## config.mk

```make
export PLATFORM = sky130hd
export DESIGN_NAME = plic_target_context
export DESIGN_NICKNAME = d
export VERILOG_FILES = /design/src/rtl/plic_target_context.sv
export SDC_FILE = /design/constraint.sdc
export NUM_CORES = 1
export LEC_CHECK = 0
export CAP_MARGIN = 20
export CELL_PAD_IN_SITES_DETAIL_PLACEMENT = 0
export CELL_PAD_IN_SITES_GLOBAL_PLACEMENT = 1
export CORE_AREA = 2 2 120 122
export CTS_CLUSTER_DIAMETER = 150
export DETAILED_ROUTE_END_ITERATION = 12
export DIE_AREA = 0 0 122 124
export PLACE_DENSITY_LB_ADDON = 0.2
export SYNTH_ARGS = -nofsm -noshare
export SYNTH_HDL_FRONTEND = slang
export SYNTH_SLANG_ARGS = --single-unit
```

## constraint.sdc

```tcl
create_clock -name clk_i -period 1.27 [get_ports clk_i]
set_clock_uncertainty 0.1 [all_clocks]
set_input_delay 0.254 -clock clk_i [delete_from_list [all_inputs] [get_ports clk_i]]
set_output_delay 0.254 -clock clk_i [all_outputs]
set_load 0.005 [all_outputs]
```

## src/rtl/plic_target_context.sv

```systemverilog
// plic_target_context
// Per-hart claim/complete controller on the target side of the PLIC.
// It turns the core's notification into the hart's external-interrupt line,
// runs the claim handshake with the core when software reads the claim
// register, and holds the claimed ID in service until software writes the
// matching completion. The completion is then reported to the gateways as a
// one-cycle ready pulse.
//
// Optional feature, controlled by the macro PLIC_CLAIM_TIMEOUT_EN:
//   defined   - an ID left in service for TIMEOUT_CYCLES cycles is completed
//               automatically, and timeout_o pulses together with ready.
//   undefined - SERVICE waits indefinitely and timeout_o is tied to 0.
//
// Ports:
//   clk_i, rst_ni                          clock, async active-low reset
//   interrupt_target_notification_i        core has a pending interrupt
//   interrupt_target_id_i                  highest-priority ID from core
//   interrupt_target_claim_o               32'h1 while claiming, else 0
//   interrupt_target_ready_o               one-cycle completion pulse
//   interrupt_target_priority_threshold_o  threshold register to core
//   meip_o                                 machine external interrupt pending
//   claim_read_i / claim_rdata_o / claim_rvalid_o   claim register read
//   complete_write_i / complete_wdata_i    complete register write
//   threshold_write_i / threshold_wdata_i  threshold register write
//   timeout_o                              service-timeout pulse
//
// State table:
//   IDLE     | nothing pending, nothing in service
//   PENDING  | core is notifying; meip asserted, waiting for software read
//   CLAIM    | claim request to core; ID sampled at the end of the cycle
//   RESPOND  | claim read data returned to software
//   SERVICE  | ID in service, waiting for matching completion
//   COMPLETE | ready pulse to gateways, in-service ID cleared

module plic_target_context #(
    parameter int N_INTERRUPT_SOURCES = 32,
    parameter int TIMEOUT_CYCLES      = 1024
) (
    input  logic        clk_i,
    input  logic        rst_ni,
    input  logic        interrupt_target_notification_i,
    input  logic [31:0] interrupt_target_id_i,
    output logic [31:0] interrupt_target_claim_o,
    output logic        interrupt_target_ready_o,
    output logic [31:0] interrupt_target_priority_threshold_o,
    output logic        meip_o,
    input  logic        claim_read_i,
    output logic [31:0] claim_rdata_o,
    output logic        claim_rvalid_o,
    input  logic        complete_write_i,
    input  logic [31:0] complete_wdata_i,
    input  logic        threshold_write_i,
    input  logic [31:0] threshold_wdata_i,
    output logic        timeout_o
);

    localparam logic [2:0] ST_IDLE     = 3'd0;
    localparam logic [2:0] ST_PENDING  = 3'd1;
    localparam logic [2:0] ST_CLAIM    = 3'd2;
    localparam logic [2:0] ST_RESPOND  = 3'd3;
    localparam logic [2:0] ST_SERVICE  = 3'd4;
    localparam logic [2:0] ST_COMPLETE = 3'd5;

    logic [2:0]  state_q, state_d;
    logic [31:0] id_q;            // claimed ID; 0 when the claim was invalid
    logic [31:0] threshold_q;
    logic        quick_rvalid_q;  // zero-data response outside the claim path
    logic        id_valid;
    logic        complete_match;
    logic        read_accept;
    logic        timeout_hit;

    assign id_valid = (interrupt_target_id_i != 32'd0) &&
                      (interrupt_target_id_i <= 32'(N_INTERRUPT_SOURCES));

    assign complete_match = complete_write_i && (complete_wdata_i == id_q);

    // A read arriving while a zero-data response is being returned is dropped.
    assign read_accept = claim_read_i && !quick_rvalid_q;

`ifdef PLIC_CLAIM_TIMEOUT_EN
    localparam int TW = $clog2(TIMEOUT_CYCLES + 1);

    logic [TW-1:0] svc_cnt_q;
    logic          timeout_q;

    // Expires in the cycle the count would reach TIMEOUT_CYCLES, i.e. after
    // exactly TIMEOUT_CYCLES cycles spent in SERVICE.
    assign timeout_hit = (state_q == ST_SERVICE) &&
                         (svc_cnt_q == TW'(TIMEOUT_CYCLES - 1));

    always_ff @(posedge clk_i or negedge rst_ni) begin
        if (!rst_ni) begin
            svc_cnt_q <= '0;
            timeout_q <= 1'b0;
        end else begin
            if (state_q == ST_SERVICE) begin
                svc_cnt_q <= svc_cnt_q + 1'b1;
            end else begin
                svc_cnt_q <= '0;
            end
            // A matching completion in the expiry cycle is a normal completion.
            timeout_q <= timeout_hit && !complete_match;
        end
    end

    assign timeout_o = timeout_q;
`else
    assign timeout_hit = 1'b0;
    // TIMEOUT_CYCLES has no effect without the timeout feature; this folds to 0.
    assign timeout_o   = (TIMEOUT_CYCLES < 0);
`endif

    always_comb begin
        state_d = state_q;
        case (state_q)
            ST_IDLE: begin
                if (interrupt_target_notification_i) state_d = ST_PENDING;
            end
            ST_PENDING: begin
                // Read wins over a simultaneous notification drop.
                if (read_accept) begin
                    state_d = ST_CLAIM;
                end else if (!interrupt_target_notification_i) begin
                    state_d = ST_IDLE;
                end
            end
            ST_CLAIM: begin
                state_d = ST_RESPOND;
            end
            ST_RESPOND: begin
                state_d = (id_q != 32'd0) ? ST_SERVICE : ST_IDLE;
            end
            ST_SERVICE: begin
                if (complete_match || timeout_hit) state_d = ST_COMPLETE;
            end
            ST_COMPLETE: begin
                state_d = interrupt_target_notification_i ? ST_PENDING : ST_IDLE;
            end
            default: begin
                state_d = ST_IDLE;
            end
        endcase
    end

    always_ff @(posedge clk_i or negedge rst_ni) begin
        if (!rst_ni) begin
            state_q        <= ST_IDLE;
            id_q           <= 32'd0;
            threshold_q    <= 32'd0;
            quick_rvalid_q <= 1'b0;
        end else begin
            state_q <= state_d;

            if (state_q == ST_CLAIM) begin
                id_q <= id_valid ? interrupt_target_id_i : 32'd0;
            end else if (state_q == ST_COMPLETE) begin
                id_q <= 32'd0;
            end

            if (threshold_write_i) begin
                threshold_q <= threshold_wdata_i;
            end

            // PENDING reads go through CLAIM/RESPOND; reads during CLAIM find
            // a response already pending and are dropped.
            quick_rvalid_q <= read_accept &&
                              (state_q != ST_PENDING) &&
                              (state_q != ST_CLAIM);
        end
    end

    assign interrupt_target_claim_o              = (state_q == ST_CLAIM) ? 32'h1 : 32'h0;
    assign interrupt_target_ready_o              = (state_q == ST_COMPLETE);
    assign interrupt_target_priority_threshold_o = threshold_q;
    assign meip_o                                = (state_q == ST_PENDING);
    assign claim_rvalid_o                        = (state_q == ST_RESPOND) || quick_rvalid_q;
    assign claim_rdata_o                         = (state_q == ST_RESPOND) ? id_q : 32'd0;

endmodule

```

Yosys cells after proc, flatten, opt, wreduce, memory -nomap -nowiden. Index checks and enable logic that the tools add are counted.

Bits in latches: 0. Word-level logic and storage cells: 40. Flip-flop bits (word level): 68. Memory bits (read-only): 0. RAM bits: 0. Memories: 0.

Shift-type cells: 0. $mul: 0. Divide/modulo/power cells: 0. Eq/ne operators: 11. Reductions and logical operators: 12. $add $sub $neg: 0. Bitwise operators: 0. Muxes and demuxes: 12. Order comparisons: 1.

Operators by type and width (number): $mux W32 (4); $reduce_bool A32 Y1 (2); $eq A32 B32 Y1 (1); $le A32 B6 Y1 const B (1); $pmux W3 S6 (1); $mux W3 (5); $eq A3 B2 Y1 const B (2); $eq A3 B3 Y1 const B (2); $ne A3 B2 Y1 const B (2); $logic_and A1 B1 Y1 (5); $ne A2 B2 Y1 const B (2); $eq A3 B1 Y1 const B (1); $logic_not A3 Y1 (1); $ne A3 B1 Y1 const B (1); $reduce_and A3 Y1 (1); $mux W1 (2); $reduce_bool A2 Y1 (1); $logic_not A1 Y1 (1); $logic_or A1 B1 Y1 (1).

Depth between registers and ports, before layout.
Depth in word-level cells: 4. Depth in mapped cells: 7.

Least setup slack after synthesis. OpenSTA, ideal clock, no wires.

Path kind: reg-to-reg. Start: reg state_q[2]. End: reg id_q[2]. Cell stages (with the launch flop): 7. Arrival: 1173 ps. Setup slack: -125 ps. Clock period less this slack: 1395 ps. Buffers on the path: 2. Data required time: 1048 ps. Path through: dfrtp_1 -> nor2_1 -> and2_1 -> buf_6 -> nor2_4 -> buf_4 -> a32o_1.

Cells in the longest elaborated chain, start to end: 2. Elaborated cells between the ends (all ways): 4. Those cells by class: eq/ne (2); mux (1); reduce/logical (1).

Ends and longest elaborated chain: from (decl) (RTL line 64) `logic [2:0] state_q, state_d;`; from (signal assigned) (RTL line 153) `state_q <= state_d;`; $eq A3 B2 Y1 / $eq A3 B3 Y1 (equally long branches) (RTL line 155, 157); $mux W32 / $reduce_bool A2 Y1 (equally long branches); to (signal assigned) (RTL line 156) `id_q <= id_valid ? interrupt_target_id_i : 32'd0;`; to (decl) (RTL line 65) `logic [31:0] id_q;`.

Several ways; a longest one is shown, not always the timed one. A chain may end at the register's enable or synchronous reset.

Worst setup path after layout.
Start: reg state_q[0]. End: out claim_rdata_o[9].

Cells in the longest elaborated chain, start to end: 2.

Ends and longest elaborated chain: $eq A3 B2 Y1 (RTL line 178) `assign claim_rdata_o = (state_q == ST_RESPOND) ? id_q : 32'd0;`; $mux W32 (RTL line 178); to (decl) (RTL line 48) `output logic [31:0] claim_rdata_o,`.

Every way passes these cells.

==> results.md <==
* Num rows at between 40 and 50
* Critical Path Slowest Stage Cell: dfrtp_1
* Clock Tree Buf Depth at 2
* Crit path max-delay family: buffers and inverters
* Final setup viols at 72
* CTS tree: built
* Syn Area/Cell at 11.48 sq um
* Sequential fraction of the synthesis area at 0.4974
* Hold Crit Class: input pin to asynchronous set/reset pin
* Syn Inst Count at a little under 300
* Dpl ws at -0.6304 ns
* Largest net degree at the start of global routing at 69
* CP Launch Type: flop
* DR iter-0 viols at a little over 90
* CTS H-Tree Depth at 3
* Final wirelength at 11.45 mm
* Initial antenna violation count at 0
* Worst VDD drop at 0.6695 mV
* CP most frequent cell: buf_6
* Drt drc at 0
* RR Endpoint: id_q[16]
* GRT overflow at 0
* Mapped Area at around 3400 sq um
* Crit-path cells: and3_4 -> buf_12 -> buf_8 -> buf_6 -> and2_4 -> buf_6
* Nets@finish at 620
* Root Driver: clkbuf_16
* Most frequent cells in the layout: clkdlybuf4s50_1, dfrtp_1, buf_6
* Area Overhead vs Synth at 80.80%
* Port bufs at 169
* Setup slack, reg-to-reg at -0.37 ns
* Status: finished, violations left
* Routed wl met2 at 5.279 mm
* Placed insts at approximately 670
* Period minus WS final at 1.887 ns
* Post-layout worst setup margin at -0.6174 ns
* Clk_lat worst skew at 0.33 ns
* Gpl congestion at 0.6939
* Fmax at 0.5298 GHz
* Layout cells sized above 1 at 0.4379
* First-pass GRT wire length at 17.20 mm
* Critical R2R Launch: state_q[2]
* Crit path from: state_q[0]
* CP bufs+invs at 4
* Final cell count without fillers at 703
* Yosys reg bits at 68
* WP data arrival at 1.53 ns
* I/O pins at 202
* LEAKAGE at 2.839 nW
* Antenna Violating Nets Remaining at 0
* ANT cells at 0
* Routed vias/inst at 4.202
* Initial core utilization at 0.2493
* Drt pass-1 iters at 4
* Worst R2R Path Depth at 8
* Final Max Slew Viols at 0
* Critical path depth in cells at 6
* Core area at 13,720 sq um
* Power Dens Cells at roughly 1200 nW/um^2
* Final period utilization at 1.486
* Critical path class: flop to output port
* WL/cell at 16.29 microns
* Top Metal Used: met4
* Commonest non-fill, non-tap cell in the layout: clkdlybuf4s50_1
* Vias at just under 3k
* Die height at 124 microns
* Crit. End Element: output port
* CP Capture Point: claim_rdata_o[9]
* Overall global routing resource usage at 0.1534
* Max incr delay on CP at 0.40 ns
* Clk slew on worst S/H paths at 0.06 ns
* Synthesis Warnings at 0
* Post-synth cell types at 31
* Final core utilization at 0.4508
* HPWL after DPL at 8.340 mm
* Failing checks: negative setup slack
* Routed met3 length at 1.101 mm
* M1 wire length at 4.925 mm
* Fin. Hold Viols at 0
* Die W at 122 microns
* Critical path required time at 0.92 ns
* Die area at ~15,000 sq um
* Number of global-route vias before repair at about 3.2k
* Worst Path Max Fanout at 7
* CTS buffer count at 9
* Unrepaired setup endpoints after global routing: true
* Max-cap viol count at 0
* CTS sink count at 68
-- where the power goes --
part | internal, mW | total, mW | switching [mW]
Clock | 1.97 | 2.92 | 0.948
Sequential | 2.31 | 2.40 | 0.0821
Combinational | 1.42 | 2.36 | 0.940
Total | 5.70 | 7.67 | 1.97
-- cell families (layout without fill, tap and decap cells) --
logic type,Yosys count,count (layout),synth area share
AO/OA/AOI/OAI,15,15,0.03182
AND/OR/NAND/NOR,104,104,0.1902
other,1,32,0.001096
buffers and inverters,46,240,0.09217
multiplexers,32,32,0.1053
XOR/XNOR,32,32,0.08193
flip-flops,68,68,0.4974
-- metal layers --
metal	track usage	vias up
li1	-	1402
met1	0.1923	1389
met2	0.2559	152
met3	0.04029	11
met4	0.05388	0
met5	0	-
-- final cells by class --
cell class,count,area [sq um]
fillers,1335,7535
repair buffers,221,2125
multi-input cells,215,1765
flip-flops and latches,68,1708
clock buffers,10,239.0
well taps,180,225.2
clock inverters,6,111.4
inverters,3,11.26
-- worst min path at each step --
stage	depth (start not counted)	startpoint	slack [ns]	to
2_1_floorplan	0	rst_ni	-0.14	id_q[0]
3_3_place_gp	2	rst_ni	0.21	interrupt_target_priority_threshold_o[25]
3_5_place_dp	2	rst_ni	0.21	interrupt_target_priority_threshold_o[6]
4_1_cts	1	interrupt_target_priority_threshold_o[6]	0.39	interrupt_target_priority_threshold_o[6]
5_1_grt	1	interrupt_target_priority_threshold_o[7]	0.40	interrupt_target_priority_threshold_o[7]
6_report	3	rst_ni	0.39	interrupt_target_priority_threshold_o[6]
-- worst reg2reg max path, stage by stage, from the launching register on --
cell     delay, ns
dfrtp_1       0.36
buf_4         0.17
nor2_4        0.05
and2_4        0.15
buf_8         0.12
nor2_4        0.25
buf_6         0.16
buf_6         0.11
and2_1        0.12
-- flip-flops by register name, summed over array words and instances, names as in the netlist --
| signal | flops |
|---|---|
| id_q | 32 |
| interrupt_target_priority_threshold_o | 32 |
| quick_rvalid_q | 1 |
| state_q | 3 |
-- Yosys cell counts --
library cell,instances,area [sq um]
o31ai_1,1,7.510
buf_6,1,11.26
clkbuf_1,4,15.01
or2_2,1,6.260
nor2_4,1,11.26
conb_1,1,3.750
a31o_2,1,8.760
and2_1,59,369.1
a32o_1,5,50.05
nor2_1,4,15.01
o21ai_0,6,30.03
dfrtp_1,68,1702
xor2_1,16,140.1
nand4_1,9,56.30
nor3b_1,1,7.510
nor3_1,2,10.01
o211ai_1,1,7.510
and3_1,1,6.260
nand2b_1,2,12.51
nand3_1,1,5.000
nand2_1,2,7.510
buf_2,3,15.01
buf_4,35,262.8
nand4b_1,1,8.760
a21oi_1,1,5.000
xnor2_1,16,140.1
mux2_2,30,337.8
mux2_1,2,22.52
inv_1,3,11.26
nor4_1,19,118.9
nor3_4,1,16.27
-- stage by stage --
stage,setup TNS (ns),power [mW],area (sq um),hold WS [ns]
after floorplan,-3.858,3.095,3581,-0.1416
after global placement,-41.60,4.061,5459,0.2097
after detailed placement,-42.89,4.080,5459,0.2102
after CTS,-32.27,7.900,6223,0.3936
after global routing,-33.70,8.033,6185,0.4008
final,-29.39,7.673,6185,0.3864
-- what timing repair did --
| item | 4_1_cts | 5_1_grt |
|---|---|---|
| hold buffers | 1 | 0 |
| setup endpoints to repair | 104 | 86 |
| pin swaps | 18 | 7 |
| buffers inserted | 16 | 4 |
| cloned | 5 | 0 |
| hold endpoints to repair | 68 | 0 |
| resized for setup | 346 | 35 |
Power figures use the tool's default switching activity.
